--- config.mk ---
export PLATFORM = sky130hd
export DESIGN_NAME = fir_mac_seq
export DESIGN_NICKNAME = d
export VERILOG_FILES = /design/src/rtl/fir_pkg.sv /design/src/rtl/fir_coef_rf.sv /design/src/rtl/fir_mac_seq.sv
export SDC_FILE = /design/constraint.sdc
export NUM_CORES = 1
export LEC_CHECK = 0
export CORE_ASPECT_RATIO = 0.6
export CORE_UTILIZATION = 23
export DETAILED_ROUTE_END_ITERATION = 6
export PLACE_DENSITY_LB_ADDON = 0.3
export SYNTH_ARGS = -nofsm -noshare
export SYNTH_HDL_FRONTEND = slang
export SYNTH_SLANG_ARGS = --single-unit
--- constraint.sdc ---
create_clock -name clk -period 16.63 [get_ports clk]
set_input_delay 3.326 -clock clk [delete_from_list [all_inputs] [get_ports clk]]
set_output_delay 3.326 -clock clk [all_outputs]
set_load 0.03 [all_outputs]
--- src/rtl/fir_pkg.sv ---
// Shared types and arithmetic helpers for the sequential FIR MAC stage.
// Tap and coefficient words are signed Q1.15; the accumulator holds Q2.30 sums.
package fir_pkg;

   localparam int TAP_W  = 16;
   localparam int COEF_W = 16;
   localparam int PROD_W = TAP_W + COEF_W;

   typedef enum logic [1:0] {
      IDLE = 2'd0,
      MAC  = 2'd1,
      OUT  = 2'd2
   } state_t;

   // Round half-up, drop frac bits, clamp to signed 16 bits.
   // Callers sign-extend their accumulator to 64 bits, so any ACC_W <= 64 works.
   function automatic logic signed [15:0] round_sat(input logic signed [63:0] acc,
                                                    input int                 frac);
      logic signed [63:0] half;
      logic signed [63:0] shifted;
      logic signed [15:0] res;
      half    = 64'sd1 <<< (frac - 1);
      shifted = (acc + half) >>> frac;
      if (shifted > 64'sd32767) begin
         res = 16'sh7fff;
      end else if (shifted < -64'sd32768) begin
         res = 16'sh8000;
      end else begin
         res = shifted[15:0];
      end
      return res;
   endfunction

endpackage

--- src/rtl/fir_coef_rf.sv ---
// N-entry signed Q1.15 coefficient register file with a gated, range-checked
// write port and a combinational read port driven by the MAC tap index.
module fir_coef_rf
   import fir_pkg::*;
#(
   parameter int N = 8
) (
   input  logic                      clk,
   input  logic                      rst,
   input  logic                      we,
   input  logic                      en,
   input  logic [$clog2(N)-1:0]      waddr,
   input  logic signed [COEF_W-1:0]  wdata,
   input  logic [$clog2(N)-1:0]      raddr,
   output logic signed [COEF_W-1:0]  rdata
);

   logic signed [COEF_W-1:0] mem [0:N-1];
   logic                     in_range;
   logic                     wr_ok;

   // Non-power-of-two N leaves address codes with no backing entry.
   assign in_range = (32'(waddr) < 32'(N));
   assign wr_ok    = we && en && in_range;

   always_ff @(posedge clk or posedge rst) begin
      if (rst) begin
         for (int i = 0; i < N; i++) begin
            mem[i] <= '0;
         end
      end else if (wr_ok) begin
         mem[waddr] <= wdata;
      end
   end

   assign rdata = mem[raddr];

endmodule

--- src/rtl/fir_mac_seq.sv ---
// Sequential FIR multiply-accumulate: one tap per clock on a single 16x16
// multiplier, then one rounded/saturated Q1.15 output per accepted start.
//
// state | meaning
// IDLE  | ready; start clears acc/k and begins a run, coefficient writes allowed
// MAC   | acc += taps_in[k]*coef[k], k++; leaves after k = N-1
// OUT   | latch round_sat(acc) into y_out and pulse y_valid
module fir_mac_seq
   import fir_pkg::*;
#(
   parameter int N     = 8,
   parameter int ACC_W = 40,
   parameter int FRAC  = 15
) (
   input  logic                      clk,
   input  logic                      rst,
   input  logic                      start,
   input  logic signed [TAP_W-1:0]   taps_in [0:N-1],
   input  logic                      coef_we,
   input  logic [$clog2(N)-1:0]      coef_addr,
   input  logic signed [COEF_W-1:0]  coef_data,
   output logic                      ready,
   output logic                      busy,
   output logic signed [15:0]        y_out,
   output logic                      y_valid
);

   localparam int K_W = $clog2(N);

   state_t                    state;
   state_t                    state_nx;
   logic [K_W-1:0]            k;
   logic signed [ACC_W-1:0]   acc;
   logic signed [COEF_W-1:0]  coef_rd;
   logic signed [PROD_W-1:0]  prod;
   logic signed [ACC_W-1:0]   prod_ext;
   logic                      acc_clr;
   logic                      acc_en;
   logic                      out_ld;

   fir_coef_rf #(
      .N (N)
   ) u_coef_rf (
      .clk   (clk),
      .rst   (rst),
      .we    (coef_we),
      .en    (ready),
      .waddr (coef_addr),
      .wdata (coef_data),
      .raddr (k),
      .rdata (coef_rd)
   );

   assign prod     = taps_in[k] * coef_rd;
   assign prod_ext = {{(ACC_W-PROD_W){prod[PROD_W-1]}}, prod};

   assign ready = (state == IDLE);
   assign busy  = ~ready;

   always_ff @(posedge clk or posedge rst) begin
      if (rst) begin
         state <= IDLE;
      end else begin
         state <= state_nx;
      end
   end

   always_comb begin
      state_nx = state;
      acc_clr  = 1'b0;
      acc_en   = 1'b0;
      out_ld   = 1'b0;
      unique case (state)
         IDLE: begin
            if (start) begin
               acc_clr  = 1'b1;
               state_nx = MAC;
            end
         end
         MAC: begin
            acc_en = 1'b1;
            if (k == K_W'(N-1)) begin
               state_nx = OUT;
            end
         end
         OUT: begin
            out_ld   = 1'b1;
            state_nx = IDLE;
         end
         default: begin
            state_nx = IDLE;
         end
      endcase
   end

   always_ff @(posedge clk or posedge rst) begin
      if (rst) begin
         acc     <= '0;
         k       <= '0;
         y_out   <= '0;
         y_valid <= 1'b0;
      end else begin
         y_valid <= out_ld;
         if (acc_clr) begin
            acc <= '0;
            k   <= '0;
         end else if (acc_en) begin
            acc <= acc + prod_ext;
            k   <= k + 1'b1;
         end
         if (out_ld) begin
            y_out <= round_sat(64'(acc), FRAC);
         end
      end
   end

endmodule

# [Word-level counts from Yosys, hierarchy flattened]
# Index checks and enable logic that the tools add are counted.
[word_totals] register_bits=190 elab_cells=57
[op_classes] add_sub_neg=3 multipliers=1 order_cmp=5 n_eq_ne=5 muxes=22 bitwise=3 reduce_logical=5
[op_table] cell="128-bit bitwise mux" n=1
[op_table] cell="16-bit two-way mux" n=7
[op_table] cell="16-bit binary-select mux with 3-bit select" n=2
[op_table] cell="40-bit two-way mux" n=2
[op_table] cell="16-bit demux with 3-bit select" n=1
[op_table] cell="40-bit by 16-bit adder with 41-bit output (second input constant)" n=1
[op_table] cell="40-bit by 32-bit adder with 40-bit output" n=1
[op_table] cell="16-bit by 16-bit multiplier with 32-bit output" n=1
[op_table] cell="26-bit by 16-bit > comparator with 1-bit output (second input constant)" n=1
[op_table] cell="26-bit by 16-bit < comparator with 1-bit output (second input constant)" n=1
[op_table] cell="4-bit greater-or-equal comparator (second input constant)" n=2
[op_table] cell="3-bit NOT with 4-bit output" n=2
[op_table] cell="3-bit two-way mux" n=2
[op_table] cell="4-bit by 1-bit < comparator with 1-bit output (second input constant)" n=1
[op_table] cell="1-bit two-way mux" n=4
[op_table] cell="2-bit two-way mux" n=2
[op_table] cell="2-bit inequality test (second input constant)" n=2
[op_table] cell="2-bit case mux with 2 select lines" n=1
[op_table] cell="3-bit by 1-bit adder with 3-bit output (second input constant)" n=1
[op_table] cell="3-bit == test (second input constant)" n=1
[op_table] cell="2-bit by 1-bit == test with 1-bit output (second input constant)" n=1
[op_table] cell="2-bit == test (second input constant)" n=1
[op_table] cell="1-bit logical AND" n=2
[op_table] cell="2-bit zero test" n=1
[op_table] cell="3 further kinds" n=3

# [Longest topological paths before layout]
# Gate-level depths: netlist (run 1).
[depth] word_depth=8 depth_mapped=29 mapped_depth_nobuf=25

# [By module]
# From an unflattened synthesis (run 1), not the netlist that was laid out.
[unflattened] hier_cells=2035 area_unflattened_um2=21903.5
[modules_own_cells] mod="fir_mac_seq" instances=1 cells_each=1697 area_per_inst_um2=16080.4 seq_area_each_um2=1551.5
[modules_own_cells] mod="fir_coef_rf" instances=1 cells_each=338 area_per_inst_um2=5823.1 seq_area_each_um2=3203.1

# [Least setup slack after synthesis (run 1)]
# Ideal clock, no wire load.
[synth_path] path_type="input to register" start="input port taps_in[5] (netlist bit)" end="register acc[39]" setup_time_ns=0.121 arrival_ns=9.809 required_time_ns=16.509 path_slack_ns=6.700 stages=23 path_buffers=0 cell_sequence="mux4_2 mux2i_1 nor2_1 fa_1 inv_1 fa_1 fa_1 fa_1 inv_1 fa_1 inv_1 fa_1 inv_1 ha_1 a21oi_1 o211ai_1 and3_1 o41a_1 a311oi_2 o21a_1 o31ai_1 xnor2_1 a22o_1"
[synth_between] elab_chain_len=7
[synth_rtl] item="start, declared" line="fir_mac_seq.sv:18" rtl="input logic signed [TAP_W-1:0] taps_in [0:N-1],"
[synth_rtl] item="16-bit binary-select mux with 3-bit select" line="fir_mac_seq.sv:54" rtl="assign prod = taps_in[k] * coef_rd;"
[synth_rtl] item="16-bit two-way mux (not written as such) (2 in a row)" line="fir_mac_seq.sv:54"
[synth_rtl] item="16-bit by 16-bit multiplier with 32-bit output" line="fir_mac_seq.sv:54"
[synth_rtl] item="40-bit by 32-bit adder with 40-bit output" line="fir_mac_seq.sv:108" rtl="acc <= acc + prod_ext;"
[synth_rtl] item="40-bit two-way mux" line="fir_mac_seq.sv:107" rtl="end else if (acc_en) begin"
[synth_rtl] item="40-bit two-way mux" line="fir_mac_seq.sv:104" rtl="if (acc_clr) begin"
[synth_rtl] item="end signal, assigned" line="fir_mac_seq.sv:108"
[synth_rtl] item="end, declared" line="fir_mac_seq.sv:33" rtl="logic signed [ACC_W-1:0] acc;"
# Every way passes these cells. The select of a mux whose other input is x is not followed.
# A chain may end at the register's enable or synchronous reset.

# [Worst setup path in the final report (run 1)]
[layout_path] start="input port taps_in[3] (netlist bit)" end="register acc[33]"
# Same word-level chain as after synthesis.

==> results of run 1 <==
-- layer usage --
layer,global-route usage,vias to the layer above,share of wire
li1,-,6779,-
met1,0.210,7688,0.51
met2,0.197,349,0.41
met3,0.0333,25,0.065
met4,0.0199,0,0.0069
met5,0,-,0
-- critical path: stages --
cell	delay, ns
clkdlybuf4s50_1	0.40
mux4_2	0.51
mux2i_1	1.14
nor2_1	0.16
fa_1	0.60
inv_1	0.06
fa_1	0.59
inv_1	0.06
ha_1	0.23
fa_1	0.54
inv_1	0.05
fa_1	0.48
inv_1	0.06
fa_1	0.43
ha_1	0.33
a21oi_1	0.33
o211ai_1	0.19
and3_1	0.25
o41a_1	0.54
a311oi_2	0.56
nor3_1	0.15
a31oi_1	0.22
xor2_1	0.18
o21ai_1	0.07
-- kinds of logic (layout without fill, tap and decap cells) --
kind of cell | count (synthesis) | in the layout | share of synthesized area
buffers and inverters | 493 | 656 | 0.0866
adder cells (fa/ha/maj) | 448 | 448 | 0.374
AND/OR/NAND/NOR | 443 | 443 | 0.0887
multiplexers | 241 | 241 | 0.157
flip-flops | 190 | 190 | 0.220
AO/OA/AOI/OAI | 165 | 165 | 0.0532
XOR/XNOR | 51 | 51 | 0.0207
other | 0 | 1 | 0
-- how the worst min path moves through the flow --
stage                      startpoint                end  slack, ns  depth (start not counted)
floorplan                     acc[12]            acc[12]       0.46                          2
global placement            y_out[15]          y_out[15]       0.47                          2
detailed placement          y_out[15]          y_out[15]       0.48                          2
CTS                         y_out[15]          y_out[15]       0.50                          2
global route        u_coef_rf.mem[88]  u_coef_rf.mem[88]       0.51                          1
finish                      y_out[15]          y_out[15]       0.49                          2
-- cell usage after synthesis (2+ instances only) --
cell type | n | share of area
o41a_1 | 2 | 0.0010
nand3_1 | 15 | 0.0035
o211ai_1 | 5 | 0.0017
nand4_4 | 3 | 0.0029
nand2b_1 | 7 | 0.0020
o21a_1 | 4 | 0.0014
a21boi_0 | 5 | 0.0017
buf_2 | 9 | 0.0021
nor2b_1 | 9 | 0.0026
mux2i_1 | 25 | 0.012
buf_1 | 6 | 0.0010
a311oi_1 | 2 | 0.00081
mux2_2 | 152 | 0.079
mux4_2 | 64 | 0.067
a22oi_1 | 3 | 0.0010
or3_1 | 4 | 0.0012
xor2_1 | 19 | 0.0077
a211oi_1 | 5 | 0.0017
a22o_1 | 11 | 0.0045
nor3_1 | 14 | 0.0032
fa_1 | 330 | 0.31
ha_1 | 118 | 0.068
o21ai_1 | 6 | 0.0014
and4_1 | 2 | 0.00081
clkbuf_1 | 48 | 0.0083
o21bai_1 | 6 | 0.0021
a22oi_2 | 10 | 0.0058
and2_1 | 6 | 0.0017
o31ai_1 | 10 | 0.0035
nand4_1 | 3 | 0.00087
nor2_1 | 152 | 0.026
xnor2_1 | 32 | 0.013
dfrtp_1 | 190 | 0.22
nand2_1 | 207 | 0.036
a21o_1 | 5 | 0.0017
o2111ai_1 | 2 | 0.00081
nor4_4 | 2 | 0.0020
and3_1 | 11 | 0.0032
a31oi_1 | 6 | 0.0017
nor4_1 | 4 | 0.0012
o21ai_0 | 43 | 0.0099
or2_2 | 2 | 0.00058
a21oi_1 | 30 | 0.0069
inv_1 | 428 | 0.074
-- per-stage QoR --
stage,util,cell area (um2)
detailed placement,0.269,24800
floorplan,-,21600
CTS,0.276,25500
finish,0.276,25500
global route,0.276,25500
global placement,0.269,24800
-- sequential cells by signal (all words and copies together), names as in the netlist --
| register | cells |
|---|---|
| acc | 40 |
| k | 3 |
| state | 2 |
| u_coef_rf.mem | 128 |
| y_out | 16 |
| y_valid | 1 |
-- final cells by class --
class                      instances  area (um2)  area share
inverter                         428        1610      0.0634
clock buffer                      18         439      0.0172
sequential                       190        4760       0.187
clock inverter                    14         181     0.00712
timing repair buffer             196        1890      0.0744
tap                             1232        1540      0.0605
antenna                            1        2.50   0.0000982
multi-input combinational       1348       15000       0.590
-- cells in the final DEF (no fill, tap or decap), types with 6 or more instances in the layout --
cell type,netlist,layout
xnor2_1,32,32
a31oi_1,6,6
and2_1,6,6
ha_1,118,118
a21oi_1,30,30
nor2b_1,9,9
clkdlybuf4s50_1,0,169
nor3_1,14,14
a22o_1,11,11
and3_1,11,11
mux2_2,152,152
xor2_1,19,19
nand2_1,207,207
mux2i_1,25,21
nand2b_1,7,6
o21ai_1,6,6
dfrtp_1,190,187
nor2_1,152,151
buf_4,1,27
o31ai_1,10,10
a22oi_2,10,10
inv_1,428,427
nand3_1,15,15
fa_1,330,330
o21ai_0,43,43
mux4_2,64,64
clkbuf_16,0,17
==> flow_summary.yaml, run 1 <==
status:
  outcome: "finished, violations left"
  violations: "capacitance limit, slew limit"
place:
  place_inst: 3394
  post-place-ws_ns: 5.14
  numPortBuffers: 169
  dpl.hpwl_mm: 49.4
  gp_congestion: 0.884
logic_synthesis:
  synth.distinct_cells: 58
  synth_area_um2: 21600
  syn_nets: 2630
  synth-main-ff-cell: "dfrtp_1"
  synthCells: 2031
  ys.warnings.count: 0
  synthArstFlopShare: 1.00
  synth_edf_count: 0
  synth-seq-cells: 190
  yosysSeqAreaShare: 0.220
  avgSynthCellArea_um2: 10.7
detailed_routing:
  dr.pass1.iters: 5
  drc: 0
  drt_iter0_markers: 914
  routedWlPerCell_um: 18.0
  wl_mm: 61.8
  num_vias: 14800
  antenna_left: 0
  via_per_inst: 4.33
hold_path:
  hold_path_class: "flop to flop"
clock_network:
  post_cts_resized: 0
  clk_pin_slew_worst_paths_ns: 0.09
  h-tree-depth: 4
  postCtsSetupBuffers: 0
  clock_path_buffers: 2
  numCtsBuffers: 17
  cts_root_buffer: "clkbuf_16"
  cts.sinks: 190
  worst_skew_pair.late_latency_ns: 0.50
  cts_hold_buf: 0
  cts_tree: "done"
setup_path:
  worstReg2RegEnd: "acc[33]"
  crit_end: "acc[33]"
  worst_setup_path_end_kind: "flop"
  crit_required_ns: 16.99
  critPathLaunch: "taps_in[3]"
  cp-start-kind: "input port"
  reg2reg_setup_slack_ns: 7.07
  worstPathArrival_ns: 11.47
  reg2reg_from: "k[0]"
  path_max_fanout: 9
  r2r_cells: 24
  critPathKind: "input port to flop"
final_layout:
  final_nets: 2780
  drive_gt1_frac: 0.140
  layout.cells.non_filler: 3427
  nFillCells: 9671
  syn_to_final_growth_pct: 17.8
die:
  dieArea_um2: 95300
  core_um2: 92400
  die_w_um: 398
  start_util: 0.234
  die_y_um: 240
  io_pins: 170
  rows: 86
global_route:
  gr-usage-all-layers: 0.138
  overflow: 0
  grt_max_degree: 73
  antenna_found_initial: 1
  first_global_vias: 15900
  grt_pass1_wl_mm: 98.5
timing:
  final.setup.tns_ns: 0
  fmax_mhz: 90.0
  fin_hold_ws_ns: 0.490
  fin_crit_sh: 0.668
  tightest_slew_ns: 1.47
  rsz0062_at_grt: "no"
  hold_viol_final: 0
  setup_slack_ns: 5.52
  skew_ns: 0.0194
  min_period_ns: 11.11
  maxSlewViolCount: 1
  slew_headroom: -0.00693
  setup_viol: 0
flow_run:
  cap_viol_max_count: 1
Power of run 1 is left out: the tool's default activity adds up to more than one toggle a clock period on the data nets, which glitch-free logic cannot reach.
==> run 2, diff against run 1 <==
- clock period: 16.63 -> 9.05 ns (I/O delays scaled with it)
==> run 2 against run 1 <==
  * The run now ends clean
  * Final area grew 4.8%
  * Largest cell class unchanged
  * Critical path depth grew 3
  * Sequential share of layout area shrank 0.86 points
  * Global-route usage grew 0.50 points
  * Routed wire length grew 2.8%
  * Via count grew 3.0%
==> flow_summary.yaml, run 2 (synthesis results as in run 1) <==
final_layout:
  syn_to_final_growth_pct: 23.4
  final_nets: 2915
  final_cell_mix: "inv_1, fa_1, nand2_1"
  final_common_cell: "inv_1"
  multi_input_area_um2: 15100
  drive_gt1_frac: 0.193
  final_core_util: 0.289
  nFillCells: 9620
  seq_area_um2: 4760
  reg.largest.list: "u_coef_rf.mem (128), acc (40), y_out (16)"
  largest_reg_flops: 128
  largest_register: "u_coef_rf.mem"
die:
  io_pins: 170
  start_util: 0.234
  rows: 86
  die_w_um: 398
  dieArea_um2: 95300
  die_y_um: 240
  core_um2: 92400
clock_network:
  cts_root_buffer: "clkbuf_16"
  h-tree-depth: 4
  postCtsSetupBuffers: 0
  numCtsBuffers: 17
  clk_pin_slew_worst_paths_ns: 0.09
  cts_tree: "done"
  cts.sinks: 190
  worst_skew_pair.late_latency_ns: 0.51
  clock_path_buffers: 2
setup_path:
  cpMostUsedCell: "fa_1"
  crit_required_ns: 9.40
  crit_path_top_delay_cell: "fa_1"
  worstPathArrival_ns: 9.16
  path_max_fanout: 5
  slowest_delay_ns: 0.55
  worst_setup_path_end_kind: "flop"
  cp-start-kind: "input port"
  critPathKind: "input port to flop"
place:
  post-place-ws_ns: -0.405
  dpl.hpwl_mm: 51.5
  numPortBuffers: 169
  gp_congestion: 0.857
hold_path:
  hold_path_class: "flop to flop"
global_route:
  antenna_found_initial: 0
  gr-usage-all-layers: 0.143
  grt_pass1_wl_mm: 102
  overflow: 0
  grt_max_degree: 73
  first_global_vias: 16700
timing:
  maxSlewViolCount: 0
  tightest_slew_ns: 1.19
  hold_viol_final: 0
  fmax_mhz: 114
  setup_viol: 0
  skew_ns: 0.0242
  slew_headroom: 0.205
  fin_crit_sh: 0.973
  setup_slack_ns: 0.243
  min_period_ns: 8.81
  fin_hold_ws_ns: 0.500
status:
  outcome: "finished clean"
detailed_routing:
  num_vias: 15300
  dr.pass1.iters: 5
  antenna_left: 0
  routedWlPerCell_um: 17.8
  wl_mm: 63.5
  drc: 0
  drt_iter0_markers: 1144
  via_per_inst: 4.29
flow_run:
  cap_viol_max_count: 0
-- run 2: what timing repair did --
item                                    CTS  global route
gates resized for setup                   0            12
endpoints found under the setup margin    0            12
hold endpoints to repair                  0             0
hold buffers                              0             0
-- run 2: final cells by class --
type,instances,area share
Sequential cell,190,0.178
Tap cell,1232,0.0578
Timing Repair Buffer,331,0.114
Clock inverter,14,0.00816
Multi-Input combinational cell,1348,0.565
Clock buffer,18,0.0161
Inverter,428,0.0605
Antenna cell,1,0.0000938
-- run 2: worst max-delay path, delay by kind of cell --
| family | cells | cell delay [ns] |
|---|---|---|
| adder cells (fa/ha/maj) | 7 | 3.47 |
| buffers and inverters | 8 | 1.28 |
| AO/OA/AOI/OAI | 4 | 1.10 |
| XOR/XNOR | 1 | 0.17 |
| multiplexers | 2 | 0.64 |
| AND/OR/NAND/NOR | 5 | 0.67 |
-- run 2: per-stage QoR --
step | std cells | cell area, um2 | TNS [ns]
2_1_floorplan | 2031 | 21600 | 0
3_3_place_gp | 3529 | 26000 | -2.79
3_5_place_dp | 3529 | 26000 | -3.16
4_1_cts | 3561 | 26600 | 0
5_1_grt | 3561 | 26700 | -0.0239
6_report | 3562 | 26700 | 0
-- run 2: layer usage --
layer,part of all wire,global-route usage,up-vias
li1,-,-,7054
met2,0.40,0.198,395
met5,0,0,-
met3,0.073,0.0373,28
met4,0.0084,0.0228,0
met1,0.52,0.220,7811
-- run 2: final timing paths --
path	cells past startpoint	from	end	slack [ns]
setup / recovery	27	taps_in[81]	acc[33]	0.24
hold / removal	2	acc[9]	acc[9]	0.50
setup reg to reg	25	k[1]	acc[33]	0.72
hold reg to reg	2	acc[9]	acc[9]	0.50
max in group asynchronous	3	rst	u_coef_rf.mem[49]	5.99
min in group asynchronous	2	rst	u_coef_rf.mem[30]	1.77
Power of run 2 is left out for the same reason.
